### config.mk
export PLATFORM = sky130hd
export DESIGN_NAME = circuito_jogo_param_flat
export DESIGN_NICKNAME = d
export VERILOG_FILES = /design/src/rtl/circuito_jogo_param_if.sv /design/src/rtl/circuito_jogo_param.sv /design/src/flat_wrapper.sv
export SDC_FILE = /design/constraint.sdc
export NUM_CORES = 1
export LEC_CHECK = 0
export BUFFER_PORTS_ARGS = -buffer_cell sky130_fd_sc_hd__buf_2
export CAP_MARGIN = 15
export CORE_MARGIN = 1
export CORE_UTILIZATION = 44
export CTS_BUF_LIST = sky130_fd_sc_hd__clkbuf_16
export DETAILED_ROUTE_END_ITERATION = 12
export PLACE_DENSITY_LB_ADDON = 0.05
export REMOVE_ABC_BUFFERS = 1
export SLEW_MARGIN = 15
export SYNTH_ARGS = -nofsm -noshare
export SYNTH_HDL_FRONTEND = slang
export SYNTH_SLANG_ARGS = --single-unit
### constraint.sdc
create_clock -name clock -period 1.4 [get_ports clock]
set_input_delay 0.28 -clock clock [delete_from_list [all_inputs] [get_ports clock]]
set_output_delay 0.28 -clock clock [all_outputs]
set_load 0.02 [all_outputs]
### src/rtl/circuito_jogo_param_if.sv
// Game-round bus for circuito_jogo_param: player controls, round status
// and the raw debug buses that feed the board's display decoders.
interface circuito_jogo_param_if #(
    parameter int WIDTH = 4,
    parameter int DEPTH = 16
);
    localparam int ADDR_W = $clog2(DEPTH);

    logic              iniciar;
    logic [WIDTH-1:0]  jogada;
    logic              pronto;
    logic              acertou;
    logic              errou;
    logic              timeout;
    logic              db_igual;
    logic              db_iniciar;
    logic              db_tem_jogada;
    logic [ADDR_W-1:0] db_contagem;
    logic [WIDTH-1:0]  db_memoria;
    logic [WIDTH-1:0]  db_jogada;
    logic [3:0]        db_estado;

    // Player / board side: drives controls, observes status and debug
    modport master (
        output iniciar, jogada,
        input  pronto, acertou, errou, timeout,
        input  db_igual, db_iniciar, db_tem_jogada,
        input  db_contagem, db_memoria, db_jogada, db_estado
    );

    // Game block side
    modport slave (
        input  iniciar, jogada,
        output pronto, acertou, errou, timeout,
        output db_igual, db_iniciar, db_tem_jogada,
        output db_contagem, db_memoria, db_jogada, db_estado
    );
endinterface

### src/rtl/circuito_jogo_param.sv
// Parametrised memory game: walks a fixed ROM of DEPTH words, one address per
// player move. A move is taken on the rising edge of |jogada, compared as a
// whole word with the ROM entry, and the round ends on the first mismatch, on
// a move timeout, or after all DEPTH words match.
module circuito_jogo_param #(
    parameter int WIDTH   = 4,
    parameter int DEPTH   = 16,
    parameter int TIMEOUT = 0
) (
    input logic                    clock,
    input logic                    reset,
    circuito_jogo_param_if.slave   bus
);
    localparam int ADDR_W = $clog2(DEPTH);
    localparam int TO_W   = (TIMEOUT > 1) ? $clog2(TIMEOUT) : 1;

    localparam logic [ADDR_W-1:0] ADDR_LAST = ADDR_W'(DEPTH - 1);
    localparam logic [TO_W-1:0]   TO_LAST   = TO_W'((TIMEOUT > 0) ? (TIMEOUT - 1) : 0);

    // State codes are visible on db_estado, so they stay fixed numeric values
    localparam logic [3:0] INICIAL     = 4'h0;
    localparam logic [3:0] PREPARACAO  = 4'h1;
    localparam logic [3:0] ESPERA      = 4'h2;
    localparam logic [3:0] COMPARACAO  = 4'h4;
    localparam logic [3:0] PROXIMO     = 4'h5;
    localparam logic [3:0] FIM_ACERTO  = 4'hA;
    localparam logic [3:0] FIM_ERRO    = 4'hE;
    localparam logic [3:0] FIM_TIMEOUT = 4'hF;

    logic [3:0]        r_estado;
    logic [3:0]        w_prox_estado;
    logic [ADDR_W-1:0] r_endereco;
    logic [WIDTH-1:0]  r_jogada;
    logic [TO_W-1:0]   r_to_cnt;
    logic              r_prev_any;

    logic              w_tem_jogada;
    logic              w_igual;
    logic              w_expirou;
    logic [WIDTH-1:0]  w_memoria;
    logic [WIDTH-1:0]  w_rom [DEPTH];

    // ROM: word i is a one-hot walking bit, 1 << (i mod WIDTH)
    for (genvar gi = 0; gi < DEPTH; gi++) begin : g_rom
        localparam int SH = gi % WIDTH;
        assign w_rom[gi] = {{(WIDTH-1){1'b0}}, 1'b1} << SH;
    end

    assign w_memoria    = w_rom[r_endereco];
    assign w_igual      = (r_jogada == w_memoria);
    assign w_tem_jogada = (|bus.jogada) & ~r_prev_any;
    assign w_expirou    = (TIMEOUT != 0) && (r_to_cnt == TO_LAST);

    // Edge detector memory: any switch high in the previous cycle
    always_ff @(posedge clock or negedge reset) begin
        if (!reset) begin
            r_prev_any <= 1'b0;
        end else begin
            r_prev_any <= |bus.jogada;
        end
    end

    // Control FSM state register
    always_ff @(posedge clock or negedge reset) begin
        if (!reset) begin
            r_estado <= INICIAL;
        end else begin
            r_estado <= w_prox_estado;
        end
    end

    // Next-state decode; a move arriving on the expiry cycle beats the timeout
    always_comb begin
        w_prox_estado = r_estado;
        case (r_estado)
            INICIAL: begin
                if (bus.iniciar) w_prox_estado = PREPARACAO;
            end
            PREPARACAO: begin
                w_prox_estado = ESPERA;
            end
            ESPERA: begin
                if (w_tem_jogada)   w_prox_estado = COMPARACAO;
                else if (w_expirou) w_prox_estado = FIM_TIMEOUT;
            end
            COMPARACAO: begin
                if (!w_igual)                      w_prox_estado = FIM_ERRO;
                else if (r_endereco == ADDR_LAST)  w_prox_estado = FIM_ACERTO;
                else                               w_prox_estado = PROXIMO;
            end
            PROXIMO: begin
                w_prox_estado = ESPERA;
            end
            FIM_ACERTO, FIM_ERRO, FIM_TIMEOUT: begin
                if (bus.iniciar) w_prox_estado = PREPARACAO;
            end
            default: begin
                w_prox_estado = INICIAL;
            end
        endcase
    end

    // Datapath: address counter, move register and move timeout counter
    always_ff @(posedge clock or negedge reset) begin
        if (!reset) begin
            r_endereco <= '0;
            r_jogada   <= '0;
            r_to_cnt   <= '0;
        end else begin
            case (r_estado)
                PREPARACAO: begin
                    r_endereco <= '0;
                    r_jogada   <= '0;
                    r_to_cnt   <= '0;
                end
                ESPERA: begin
                    if (w_tem_jogada) begin
                        r_jogada <= bus.jogada;
                    end else if (!w_expirou && (TIMEOUT != 0)) begin
                        r_to_cnt <= r_to_cnt + TO_W'(1);
                    end
                end
                PROXIMO: begin
                    r_endereco <= r_endereco + ADDR_W'(1);
                    r_to_cnt   <= '0;
                end
                default: begin
                    r_endereco <= r_endereco;
                end
            endcase
        end
    end

    // Moore status outputs
    assign bus.pronto  = (r_estado == FIM_ACERTO) || (r_estado == FIM_ERRO) ||
                         (r_estado == FIM_TIMEOUT);
    assign bus.acertou = (r_estado == FIM_ACERTO);
    assign bus.errou   = (r_estado == FIM_ERRO) || (r_estado == FIM_TIMEOUT);
    assign bus.timeout = (r_estado == FIM_TIMEOUT);

    // Raw debug buses
    assign bus.db_igual      = w_igual;
    assign bus.db_iniciar    = bus.iniciar;
    assign bus.db_tem_jogada = w_tem_jogada;
    assign bus.db_contagem   = r_endereco;
    assign bus.db_memoria    = w_memoria;
    assign bus.db_jogada     = r_jogada;
    assign bus.db_estado     = r_estado;
endmodule

### src/flat_wrapper.sv
// flat-port wrapper written by rule: the top's interface ports become plain ports
module circuito_jogo_param_flat 
#(
    parameter int WIDTH   = 4,
    parameter int DEPTH   = 16,
    parameter int TIMEOUT = 0
)
  (clock, reset, bus_iniciar, bus_jogada, bus_pronto, bus_acertou, bus_errou, bus_timeout, bus_db_igual, bus_db_iniciar, bus_db_tem_jogada, bus_db_contagem, bus_db_memoria, bus_db_jogada, bus_db_estado);
  circuito_jogo_param_if #(.WIDTH(WIDTH), .DEPTH(DEPTH)) bus_i ();
  input logic clock;
  input logic reset;
  input wire logic [$bits(bus_i.iniciar)-1:0] bus_iniciar;
  input wire logic [$bits(bus_i.jogada)-1:0] bus_jogada;
  output wire logic [$bits(bus_i.pronto)-1:0] bus_pronto;
  output wire logic [$bits(bus_i.acertou)-1:0] bus_acertou;
  output wire logic [$bits(bus_i.errou)-1:0] bus_errou;
  output wire logic [$bits(bus_i.timeout)-1:0] bus_timeout;
  output wire logic [$bits(bus_i.db_igual)-1:0] bus_db_igual;
  output wire logic [$bits(bus_i.db_iniciar)-1:0] bus_db_iniciar;
  output wire logic [$bits(bus_i.db_tem_jogada)-1:0] bus_db_tem_jogada;
  output wire logic [$bits(bus_i.db_contagem)-1:0] bus_db_contagem;
  output wire logic [$bits(bus_i.db_memoria)-1:0] bus_db_memoria;
  output wire logic [$bits(bus_i.db_jogada)-1:0] bus_db_jogada;
  output wire logic [$bits(bus_i.db_estado)-1:0] bus_db_estado;
  assign bus_i.iniciar = bus_iniciar;
  assign bus_i.jogada = bus_jogada;
  assign bus_pronto = bus_i.pronto;
  assign bus_acertou = bus_i.acertou;
  assign bus_errou = bus_i.errou;
  assign bus_timeout = bus_i.timeout;
  assign bus_db_igual = bus_i.db_igual;
  assign bus_db_iniciar = bus_i.db_iniciar;
  assign bus_db_tem_jogada = bus_i.db_tem_jogada;
  assign bus_db_contagem = bus_i.db_contagem;
  assign bus_db_memoria = bus_i.db_memoria;
  assign bus_db_jogada = bus_i.db_jogada;
  assign bus_db_estado = bus_i.db_estado;
  circuito_jogo_param #(.WIDTH(WIDTH), .DEPTH(DEPTH), .TIMEOUT(TIMEOUT)) u_core (.clock(clock), .reset(reset), .bus(bus_i));
endmodule
* Word level (Yosys, flattened, before mapping)
Memory sizes are Yosys's and may differ from the RTL's.
Cells that the tools add are included.
** Storage, ports and cells
- Register bits :: 13
- Memory bits (read-only) :: 64
- Input bits :: 7
- Output and inout bits :: 23
- Memories kept :: 1
** Memories
- (no name shown) :: depth 16, width 4, read ports 1, clocked after memory_dff 0, wr ports 0, line circuito_jogo_param.sv:49 : assign w_memoria = w_rom[r_endereco];
** Operators by class
- $add $sub $neg :: 1
- Order comparisons :: 1
- Eq/ne operators :: 11
- Muxes and demuxes :: 10
- Bitwise operators :: 3
- Reductions and logical operators :: 11
** Operators by type and width (count)
- two-way mux 4 bit :: 7
- == test 4 bit, second input constant :: 4
- case mux 4 bit (2 select lines) :: 2
- case mux 4 bit (4 select lines) :: 1
- == test 4 x 3 -> 1 bit, second input constant :: 2
- OR reduction 4 bit :: 2
- greater-or-equal comparator 5 bit, second input constant :: 1
- NOT 4 -> 5 bit :: 1
- adder 4 x 1 -> 4 bit, second input constant :: 1
- == test 4 x 1 -> 1 bit, second input constant :: 1
- == test 4 x 2 -> 1 bit, second input constant :: 1
- == test 4 bit :: 1
- zero test 4 bit :: 1
- AND reduction 2 bit :: 2
- nonzero test 2 bit :: 2
- logical OR 1 bit :: 3
- != test 2 x 1 -> 1 bit, second input constant :: 1
- != test 2 bit, second input constant :: 1
- OR reduction 2 bit :: 1
- bitwise AND 1 bit :: 1
- NOT 1 bit :: 1

* Depth between registers and ports, before layout
Gate-level depths: netlist (run 1).
- Depth after elaboration :: 7
- Gate-level depth with buffers :: 6
- Mapped depth without buffers :: 6

* Worst setup path before layout (run 1)
No wires, ideal clock.
- Kind :: flip-flop to output port
- Start :: register u_core.r_endereco[0], in the netlist u_core.bus.db_contagem[0]
- End :: output port bus_db_igual
- Data arrival time :: 1420 ps
- Data required time :: 1120 ps
- Slack :: -300 ps
- Stages on the path, launching flop included :: 6
- Path buffers :: 0
- Path through :: dfrtp_1 inv_1 ha_1 xnor2_1 nand4_1 inv_1
** Between the ends
- Cells in the longest elaborated chain, start to end :: 5
** RTL lines
- start, declared :: line circuito_jogo_param.sv:32 : logic [ADDR_W-1:0] r_endereco;
- start signal, assigned :: line circuito_jogo_param.sv:124 : r_endereco <= r_endereco + ADDR_W'(1);
- start signal, assigned :: line circuito_jogo_param.sv:128 : r_endereco <= r_endereco;
- NOT 4 -> 5 bit (implied by the code) :: line circuito_jogo_param.sv:49
- memory read (16 x 4 bit)
- two-way mux 4 bit (implied by the code) (2 in a row) :: line circuito_jogo_param.sv:49
- via bus_db_memoria[2] :: line flat_wrapper.sv:22 : output wire logic [$bits(bus_i.db_memoria)-1:0] bus_db_memoria;
- == test 4 bit :: line circuito_jogo_param.sv:50 : assign w_igual = (r_jogada == w_memoria);
- end, declared :: line flat_wrapper.sv:18 : output wire logic [$bits(bus_i.db_igual)-1:0] bus_db_igual;
The timed path passes the listed nets, and every way through them passes these cells. The select of a mux whose other input is x is not followed.

* Final worst setup path (run 1)
- Start :: register u_core.r_endereco[0], in the netlist u_core.bus.db_contagem[0]
- End :: output port bus_db_igual
** Between the ends
- Cells in the longest elaborated chain, start to end :: 5
** RTL lines (line)
- NOT 4 -> 5 bit (implied by the code) :: circuito_jogo_param.sv:49
- memory read (16 x 4 bit)
- two-way mux 4 bit (implied by the code) (2 in a row) :: circuito_jogo_param.sv:49
- == test 4 bit :: circuito_jogo_param.sv:50
No other way between the ends. The select of a mux whose other input is x is not followed.

==> metrics.txt, run 1 <==
status complete, but fails checks; failing checks negative setup slack; Filler cells 38; Synth area leader dfrtp_1; IO Port Bufs 29; Worst Tran Pin Value 529.8 ps; total number of vias 1168; Post-Place Cells ~170; CP top delay family flip-flops; Max IR drop VDD ~0.0019 V; Reg2Reg Depth 7; Clock Sinks 13; TNS Setup -2767 ps; Tmin final roughly 1800 ps; Reg2Reg Setup Slack -330 ps; Max Cap Viol 0; first-pass GRT wire length between 4000 and 5000 µm; CP arrival ~1500 ps; Post-Route WL 4507 µm; final count of pins violating max slew 0; Die Area between 2000 and 2500 µm²; register area share after synthesis 0.3672; Reg clk slew, reported paths 40 ps; clk_skew approximately 1.1 ps; PwrDens between 2000 and 3000 nW/µm²; height of the die 46.87 µm; largest net degree at the start of global routing 14; H-tree Lvls 1; Ys Warns 0; Hold Path End u_core.bus.db_jogada[1]$_DFFE_PN0P_; Critical Path, Cell by Cell inv_4, ha_4, xnor2_2, nand4_1, inv_1, buf_6; Hold Startpoint bus_jogada[1]; final count of hold timing violations 0; largest cells by area after synthesis dfrtp_1, ha_1, mux2i_1; Slew HR 0.6412; multi-input combinational cell area approximately 680 µm²; WHS Path Cells 3; number of buffers created by CTS 3; CP bufs+invs 3; CP Max Fanout 4; Initial DRC Count 94; Critical Path Source Type flip-flop; Wirelength per Cell 24.10 µm; Core Area around 1800 µm²; CP Class flip-flop to output port; Root Driver clkbuf_16; GP Congestion approximately 0.76; die width 46.87 µm; Worst path max stage delay approximately 470 ps; vias in the first global route between 1000 and 1500; DRC Markers 0; clk_lat worst skew 250 ps; Post-Syn Area approximately 900 µm²; gr ovfl total 0; Pleak about 0.0008 µW; Final Net Count ~170; setup violators final 16; register area 331.6 µm²; Ant. Diodes 0; Critical Path RT approximately 1100 ps; Yosys reg bits 13; maximum clock frequency about 560 MHz; pre-CTS setup slack -154.0 ps; Worst Setup SP u_core.bus.db_contagem[0]$_DFFE_PN0P_; FF-to-FF Start u_core.bus.db_contagem[0]$_DFFE_PN0P_; Critical Path Sink Type output port; row cnt 15; Min-Delay Path Class input pin to flip-flop; initial antenna violation count 0; DR vias/cell approximately 6.2; GRT Overall Usage 0.3200; Cell Count, Final, Fillers Out about 190; final worst slack -395.0 ps; CTS tree done; total power around 4300 µW; Post-DRT Antenna Nets 0; drt first pass iters 4; Syn Inst Count between 90 and 100; highest-delay cell along the critical path dfrtp_2; Initial Util 0.4917; DP Wirelength about 1700 µm; Avg Synthesized Cell Area between 9 and 10 µm²; I/O pin count 30; fin crit share 1.282; Area Overhead vs Synth 95.76%; Crit Reg-Reg Endpoint u_core.bus.db_estado[1]$_DFFE_PN0P_; fraction of layout cells with a size suffix above 1 0.6728; top cell type's share of synthesized area 0.3672; post-synth cell types 36; unrepaired setup endpoints after global routing true; CTS Buffer Depth 2
-- layer usage --
metal	vias up	GRT usage	wire length [µm]
met4	0	0.1371	308
li1	471	-	-
met3	35	0.08846	381
met1	563	0.3541	1598
met5	-	0	0
met2	99	0.5722	2219
-- cells by family after synthesis --
logic type	synth area share
and+or+nand+nor	0.2684
AOI/OAI and AO/OA	0.1257
buffers and inverters	0.08614
DFF	0.3672
muxes	0.05650
xor gates and xnor gates	0.03954
adders and majority gates	0.05650
-- cell usage after synthesis, drive strengths merged --
master,instances
o211ai,4
nor2b,4
a21o,1
or4b,1
a41o,1
or3,1
nand2b,1
clkbuf,1
ha,4
and2,1
dfrtp,13
a22o,1
nand4,1
nand4b,1
a211oi,1
o311ai,1
nor3b,2
nor2,4
buf,5
xnor2,4
nor4,2
or3b,1
and3,2
nor3,4
inv,8
a21oi,1
o21ai,6
mux2i,5
nand2,12
nand3,3
-- power breakdown --
| part | total (µW) | switching [µW] | internal, µW |
|---|---|---|---|
| Clock | 546 | 169 | 378 |
| Sequential | 807 | 271 | 536 |
| Combinational | 2990 | 1530 | 1470 |
| Total | 4350 | 1970 | 2380 |
-- registers in the layout (all words and copies together) (netlist names) --
register and flops:
u_core.bus.db_contagem 4, u_core.bus.db_estado 4, u_core.bus.db_jogada 4, u_core.r_prev_any 1
-- stage by stage --
stage | hold slack (ps) | area (µm²) | util
3_3_place_gp | 181.1 | 1189 | 0.6597
2_1_floorplan | -15.59 | 839.6 | -
4_1_cts | 312.0 | 1602 | 0.8889
5_1_grt | 341.5 | 1734 | 0.9625
6_report | 342.1 | 1734 | 0.9625
3_5_place_dp | 184.0 | 1189 | 0.6597
-- timing repair --
action,in CTS,in global routing
hold buffers,1,0
resized for setup,65,28
setup buffers,12,6
pin swaps,17,11
hold endpoints to repair,13,0
setup endpoints to repair,22,24
-- how the worst max path moves through the flow --
stage                              end  slack, ps  cells after the start
after floorplan           bus_db_igual       -300                      5
after global placement    bus_db_igual       -110                      6
after detailed placement  bus_db_igual       -150                      6
after CTS                 bus_db_igual       -310                      6
after global routing      bus_db_igual       -410                      6
final                     bus_db_igual       -400                      6
-- layout by cell type (no fill, tap or decap), types with 2 or more instances in the layout --
cell type  count
nor2_1         2
nand2_2        4
buf_4         22
o21ai_2        2
ha_4           4
nor2_4         2
inv_1          7
clkbuf_16      3
nor3_4         2
xnor2_2        3
dfrtp_2        5
mux2i_1        5
dfrtp_1        8
inv_4          2
o21ai_4        2
nor2b_1        2
nor2b_4        2
buf_2         18
nand2_1        7
nand3_1        3
buf_6         26
nor3b_2        2
o211ai_1       4
-- area by class of cell --
cell class / count / area share
well taps: 25 / 0.01804
inverters: 8 / 0.02020
clock buffers: 3 / 0.04329
flip-flops and latches: 13 / 0.1912
multi-input cells: 69 / 0.3947
repair buffers: 68 / 0.3304
clock inverters: 1 / 0.002165
-- worst min-delay path, cell delays in order --
cell and delay [ps]:
buf_2 120, nand2_1 60, mux2i_1 70
No activity file was read; power rests on OpenSTA's default activity.
==> inputs of run 2 (changes only) <==
--- a/config.mk
+++ b/config.mk
@@ -11,7 +11,7 @@
 export CORE_UTILIZATION = 44
 export CTS_BUF_LIST = sky130_fd_sc_hd__clkbuf_16
 export DETAILED_ROUTE_END_ITERATION = 12
-export PLACE_DENSITY_LB_ADDON = 0.05
+export PLACE_DENSITY = 0.74
 export REMOVE_ABC_BUFFERS = 1
 export SLEW_MARGIN = 15
 export SYNTH_ARGS = -nofsm -noshare
==> metrics.txt, run 2 (same netlist as run 1, synthesis figures left out) <==
Post-DRT Antenna Nets 0; Root Driver clkbuf_16; Critical Path RT ~1100 ps; Reg2Reg Depth 7; Slew HR 0.6927; final worst slack -429.4 ps; Core Area around 1800 µm²; number of buffers created by CTS 3; initial antenna violation count 0; I/O pin count 30; FF-to-FF Start u_core.bus.db_contagem[0]$_DFFE_PN0P_; Die Area approximately 2200 µm²; GRT Overall Usage 0.3373; clk_skew 1.056 ps; post-layout instance area 1714 µm²; unrepaired setup endpoints after global routing true; Initial DRC Count 57; CTS tree done; fraction of layout cells with a size suffix above 1 0.6564; status complete, but fails checks; DP Wirelength roughly 1700 µm; failing checks negative setup slack; GP Congestion 0.8039; Hold Startpoint bus_jogada[0]; die width 46.87 µm; WHS Path Cells 3; Critical Path Sink Type output port; Filler cells 49; IO Port Bufs 29; Post-Route WL about 4400 µm; final count of pins violating max slew 0; drt first pass iters 4; pre-CTS setup slack -240.3 ps; Wirelength per Cell around 23 µm; Min-Delay Path Class input pin to flip-flop; Pleak ~0.00082 µW; first-pass GRT wire length ~5100 µm; Area Overhead vs Synth 93.50%; CP Max Fanout 4; Worst Tran Pin Value 457.4 ps; Crit Reg-Reg Endpoint u_core.bus.db_estado[1]$_DFFE_PN0P_; DRC Markers 0; CP Class flip-flop to output port; CP arrival roughly 1600 ps; clk_lat worst skew 240 ps; row cnt 15; commonest non-fill, non-tap cell in the layout buf_6; final count of hold timing violations 0; Clock Sinks 13; TNS Setup -2728 ps; fin crit share 1.307; Max IR drop VDD about 0.0018 V; most frequent cells in the layout buf_6, buf_4, buf_2; setup violators final 18; Reg clk slew, reported paths 40 ps; PwrDens 2475 nW/µm²; largest net degree at the start of global routing 14; Critical Path Source Type flip-flop; total number of vias 1122; Final Net Count roughly 180; Ant. Diodes 0; Initial Util 0.4917; Reg2Reg Setup Slack -380 ps; maximum clock frequency between 500 and 600 MHz; DR vias/cell 5.968; cell area after placement ~1200 µm²; Hold Path End u_core.bus.db_jogada[0]$_DFFE_PN0P_; Tmin final 1829 ps; vias in the first global route approximately 1000; height of the die between 40 and 50 µm; Max Cap Viol 0; total power 4243 µW; CTS Buffer Depth 2; gr ovfl total 0; H-tree Lvls 1
==> run 2: cell count changes in the layout (fill, tap and decap cells not counted), sizes merged <==
cell | before | now
buf | 67 | 68
==> run 2: per-layer routing <==
metal,part of all wire,global-route usage
met3,0.074,0.06923
met2,0.49,0.5750
met4,0.055,0.1371
met5,0,0
met1,0.38,0.4147
==> run 2: final cells by class <==
| class | count | area (µm²) | share of cell area |
|---|---|---|---|
| Tap cell | 25 | 31.28 | 0.01825 |
| Sequential cell | 13 | 331.6 | 0.1934 |
| Timing Repair Buffer | 69 | 580.6 | 0.3387 |
| Clock buffer | 3 | 75.07 | 0.04380 |
| Inverter | 8 | 35.03 | 0.02044 |
| Multi-Input combinational cell | 69 | 656.9 | 0.3832 |
| Clock inverter | 1 | 3.754 | 0.002190 |
==> run 2: worst max-delay path by stage <==
stage	from	to	slack, ps
4_1_cts	u_core.bus.db_contagem[0]$_DFFE_PN0P_	bus_db_igual	-270
5_1_grt	u_core.bus.db_contagem[0]$_DFFE_PN0P_	bus_db_igual	-480
3_5_place_dp	u_core.bus.db_contagem[0]$_DFFE_PN0P_	bus_db_igual	-240
2_1_floorplan	u_core.bus.db_contagem[0]$_DFFE_PN0P_	bus_db_igual	-300
6_report	u_core.bus.db_contagem[0]$_DFFE_PN0P_	bus_db_igual	-430
3_3_place_gp	u_core.bus.db_contagem[0]$_DFFE_PN0P_	bus_db_igual	-140
==> run 2: power breakdown <==
group	leakage (µW)	switching, µW	internal [µW]
sequential	0.000156	285	535
combinational	0.000626	1470	1430
clock	0.0000423	153	376
==> run 2: repair_timing <==
action,CTS,global route
pin swaps,20,16
setup buffers,18,6
endpoints found under the setup margin,19,25
endpoints found under the hold margin,13,0
resized for setup,74,17
hold buffers,1,0
==> run 2: critical path: stages (launching register included) <==
cell     delay [ps]
dfrtp_2         480
inv_4            90
ha_4            190
xnor2_2         150
nand4_1         150
inv_1           120
buf_6           120
==> run 2: through the flow <==
stage            util  cells  hold slack (ps)
2_1_floorplan       -     90           -15.59
3_3_place_gp   0.6472    164            177.3
4_1_cts        0.9201    186            311.1
3_5_place_dp   0.6472    164            181.5
5_1_grt        0.9514    188            338.5
6_report       0.9514    188            325.7
==> inputs of run 3 (changes only) <==
--- a/config.mk
+++ b/config.mk
@@ -5,13 +5,14 @@
 export SDC_FILE = /design/constraint.sdc
 export NUM_CORES = 1
 export LEC_CHECK = 0
+export ABC_AREA = 1
 export BUFFER_PORTS_ARGS = -buffer_cell sky130_fd_sc_hd__buf_2
 export CAP_MARGIN = 15
 export CORE_MARGIN = 1
-export CORE_UTILIZATION = 44
+export CORE_UTILIZATION = 43
 export CTS_BUF_LIST = sky130_fd_sc_hd__clkbuf_16
 export DETAILED_ROUTE_END_ITERATION = 12
-export PLACE_DENSITY = 0.74
+export PLACE_DENSITY = 0.73
 export REMOVE_ABC_BUFFERS = 1
 export SLEW_MARGIN = 15
 export SYNTH_ARGS = -nofsm -noshare
==> metrics.txt, run 3 <==
Post-Route WL between 2000 and 3000 µm; CP Max Fanout 3; Worst Tran Pin Value 325.2 ps; simple-gate area share of the yosys netlist 0.3309; most common cell in the netlist nand2_1; number of buffers created by CTS 3; GP Congestion roughly 0.83; Reg2Reg Depth 11; highest-delay cell along the critical path dfrtp_1; failing checks negative setup slack; largest net degree at the start of global routing 14; Syn Inst Count 120; register area share after synthesis 0.3824; Core Area 1783 µm²; Synth area leader dfrtp_1; CTS Buffer Depth 2; Area Overhead vs Synth 65.59%; drt first pass iters 4; Post-DRT Antenna Nets 0; initial antenna violation count 0; register area 330.3 µm²; post-layout instance area around 1400 µm²; height of the die ~46 µm; H-tree Lvls 1; Hold Startpoint bus_jogada[1]; clk_skew roughly 0.92 ps; I/O pin count 30; final count of pins violating max slew 0; DR vias/cell 5.098; Clock Sinks 13; cell area after placement between 1000 and 1500 µm²; post-synthesis compound-gate area fraction 0.08529; Async SR Flop Fraction 1.000; ys flop type dfrtp_1; post-synth cell types 22; Ant. Diodes 0; Yosys reg bits 13; Adder-Cell Fraction of Synth Area 0.05882; Pleak about 0.00074 µW; post-layout util 0.7902; Worst path max stage delay around 430 ps; IO Port Bufs 29; CP bufs+invs 2; Reg clk slew, reported paths around 50 ps; Final Net Count 181; setup violators final 10; Die Area around 2200 µm²; CTS tree done; DRC Markers 0; Root Driver clkbuf_16; GRT Overall Usage 0.2486; CP arrival 1540 ps; Critical Path Sink Type output port; Wirelength per Cell 14.71 µm; Crit path top cell by count nand2_2; most frequent cells in the layout nand2_1, buf_2, inv_1; fraction of layout cells with a size suffix above 1 0.4970; Critical Path Source Type flip-flop; commonest non-fill, non-tap cell in the layout nand2_1; clk_lat worst skew roughly 240 ps; pre-CTS setup slack -168.5 ps; largest cells by area after synthesis dfrtp_1, nand2_1, inv_1; WHS Path Cells 3; Critical Path, Cell by Cell buf_6, ha_4, nand2_2, nand2_2, nor4_2, buf_4; status complete, but fails checks; Slew HR 0.7832; Critical Path RT between 1000 and 1500 ps; total power between 3000 and 4000 µW; CP Class flip-flop to output port; top cell type's share of synthesized area 0.3824; CP top delay family flip-flops; total number of vias around 990; Hold Path End u_core.r_prev_any$_DFF_PN0_; Post-Syn Area ~850 µm²; first-pass GRT wire length roughly 3700 µm; Max IR drop VDD 0.001573 V; unrepaired setup endpoints after global routing true; post-synthesis mux area share 0; Crit Reg-Reg Endpoint u_core.bus.db_estado[2]$_DFFE_PN0P_; Tmin final 1820 ps; Min-Delay Path Class input pin to flip-flop; Avg Synthesized Cell Area 7.090 µm²; PwrDens around 2300 nW/µm²; Ys Warns 0; FF-to-FF Start u_core.bus.db_contagem[1]$_DFFE_PN0P_; XOR/XNOR Fraction of Synth Area 0.01029; fin crit share 1.300; Reg2Reg Setup Slack -240 ps; Initial DRC Count 35; final worst slack -420.1 ps; Max Cap Viol 0; vias in the first global route 873; maximum clock frequency 549.4 MHz; Initial Util 0.4772; main combinational cell family by area after synthesis simple AND/OR/NAND/NOR gates; row cnt 15; Filler cells 97; Post-synth top cells nand2_1, inv_1, dfrtp_1, nand3_1, nor2_1; DP Wirelength between 1000 and 1500 µm; die width roughly 46 µm; multi-input combinational cell area between 500 and 600 µm²; final count of hold timing violations 0; EDFF count, synth 0; gr ovfl total 0
## run 3: cell count changes after synthesis, moves of 4 or more
cell      previous run  this run
nor2b_1              4         0
inv_1                8        24
nand3_1              3        10
nand2_1             12        37
xnor2_1              4         0
o211ai_1             4         0
nor2_1               4         9
mux2i_1              5         0
## run 3: worst reg2reg max path: stages, from the launching register on
cell      delay, ps
dfrtp_2         450
buf_6           140
ha_4            160
nand2_1          90
nand2_1         100
buf_4           150
nor2_2          150
nand3b_1         90
nand2_1          70
nand2_1          50
nand2_1          60
inv_1            40
## run 3: layout make-up
class / count / area share
Sequential cell: 13 / 0.2345
Multi-Input combinational cell: 80 / 0.3739
Clock buffer: 3 / 0.05329
Clock inverter: 1 / 0.002664
Timing Repair Buffer: 47 / 0.2451
Inverter: 25 / 0.06838
Tap cell: 25 / 0.02220
## run 3: what timing repair did
item | in CTS | in global routing
gates resized for setup | 24 | 34
buffers inserted | 4 | 6
pin swaps | 3 | 12
endpoints found under the hold margin | 13 | 0
hold buffers | 1 | 0
cloned | 0 | 0
endpoints found under the setup margin | 12 | 21
## run 3: routing by layer
| layer | vias to the layer above | global-route usage | part of all wire |
|---|---|---|---|
| li1 | 471 | - | - |
| met1 | 467 | 0.2723 | 0.38 |
| met2 | 40 | 0.4361 | 0.54 |
| met3 | 11 | 0.04314 | 0.036 |
| met4 | 0 | 0.1529 | 0.042 |
| met5 | - | 0 | 0 |
## run 3: kinds of logic (layout without fill, tap and decap cells)
logic type | Yosys count | count (layout)
AO/OA/AOI/OAI | 11 | 11
XOR/XNOR | 1 | 1
adder cells (fa/ha/maj) | 4 | 4
buffers and inverters | 27 | 76
flip-flops | 13 | 13
AND/OR/NAND/NOR | 64 | 64
## run 3: worst max-delay path by stage
| stage | to | slack (ps) | from | cells after the start |
|---|---|---|---|---|
| after floorplan | bus_db_igual | -680 | u_core.bus.db_contagem[0]$_DFFE_PN0P_ | 5 |
| after global placement | bus_db_igual | -130 | u_core.bus.db_contagem[1]$_DFFE_PN0P_ | 7 |
| after detailed placement | u_core.bus.db_estado[2]$_DFFE_PN0P_ | -170 | u_core.bus.db_contagem[0]$_DFFE_PN0P_ | 12 |
| after CTS | bus_db_igual | -380 | u_core.bus.db_contagem[1]$_DFFE_PN0P_ | 7 |
| after global routing | bus_db_igual | -540 | u_core.bus.db_contagem[1]$_DFFE_PN0P_ | 6 |
| final | bus_db_igual | -420 | u_core.bus.db_contagem[0]$_DFFE_PN0P_ | 6 |
## run 3: per-stage QoR
step	hold WS (ps)	std cells	setup TNS, ps
after detailed placement	188.7	180	-712.2
after global placement	188.9	180	-528.0
final	277.6	194	-1570
after global routing	293.4	194	-3000
after floorplan	-15.59	118	-1315
after CTS	265.6	189	-939.4
## run 3: where the power goes
group	internal [µW]	leakage [µW]	switching, µW	total, µW
sequential	507	0.000164	175	682
clock	377	0.0000423	162	540
combinational	811	0.000535	1150	1960
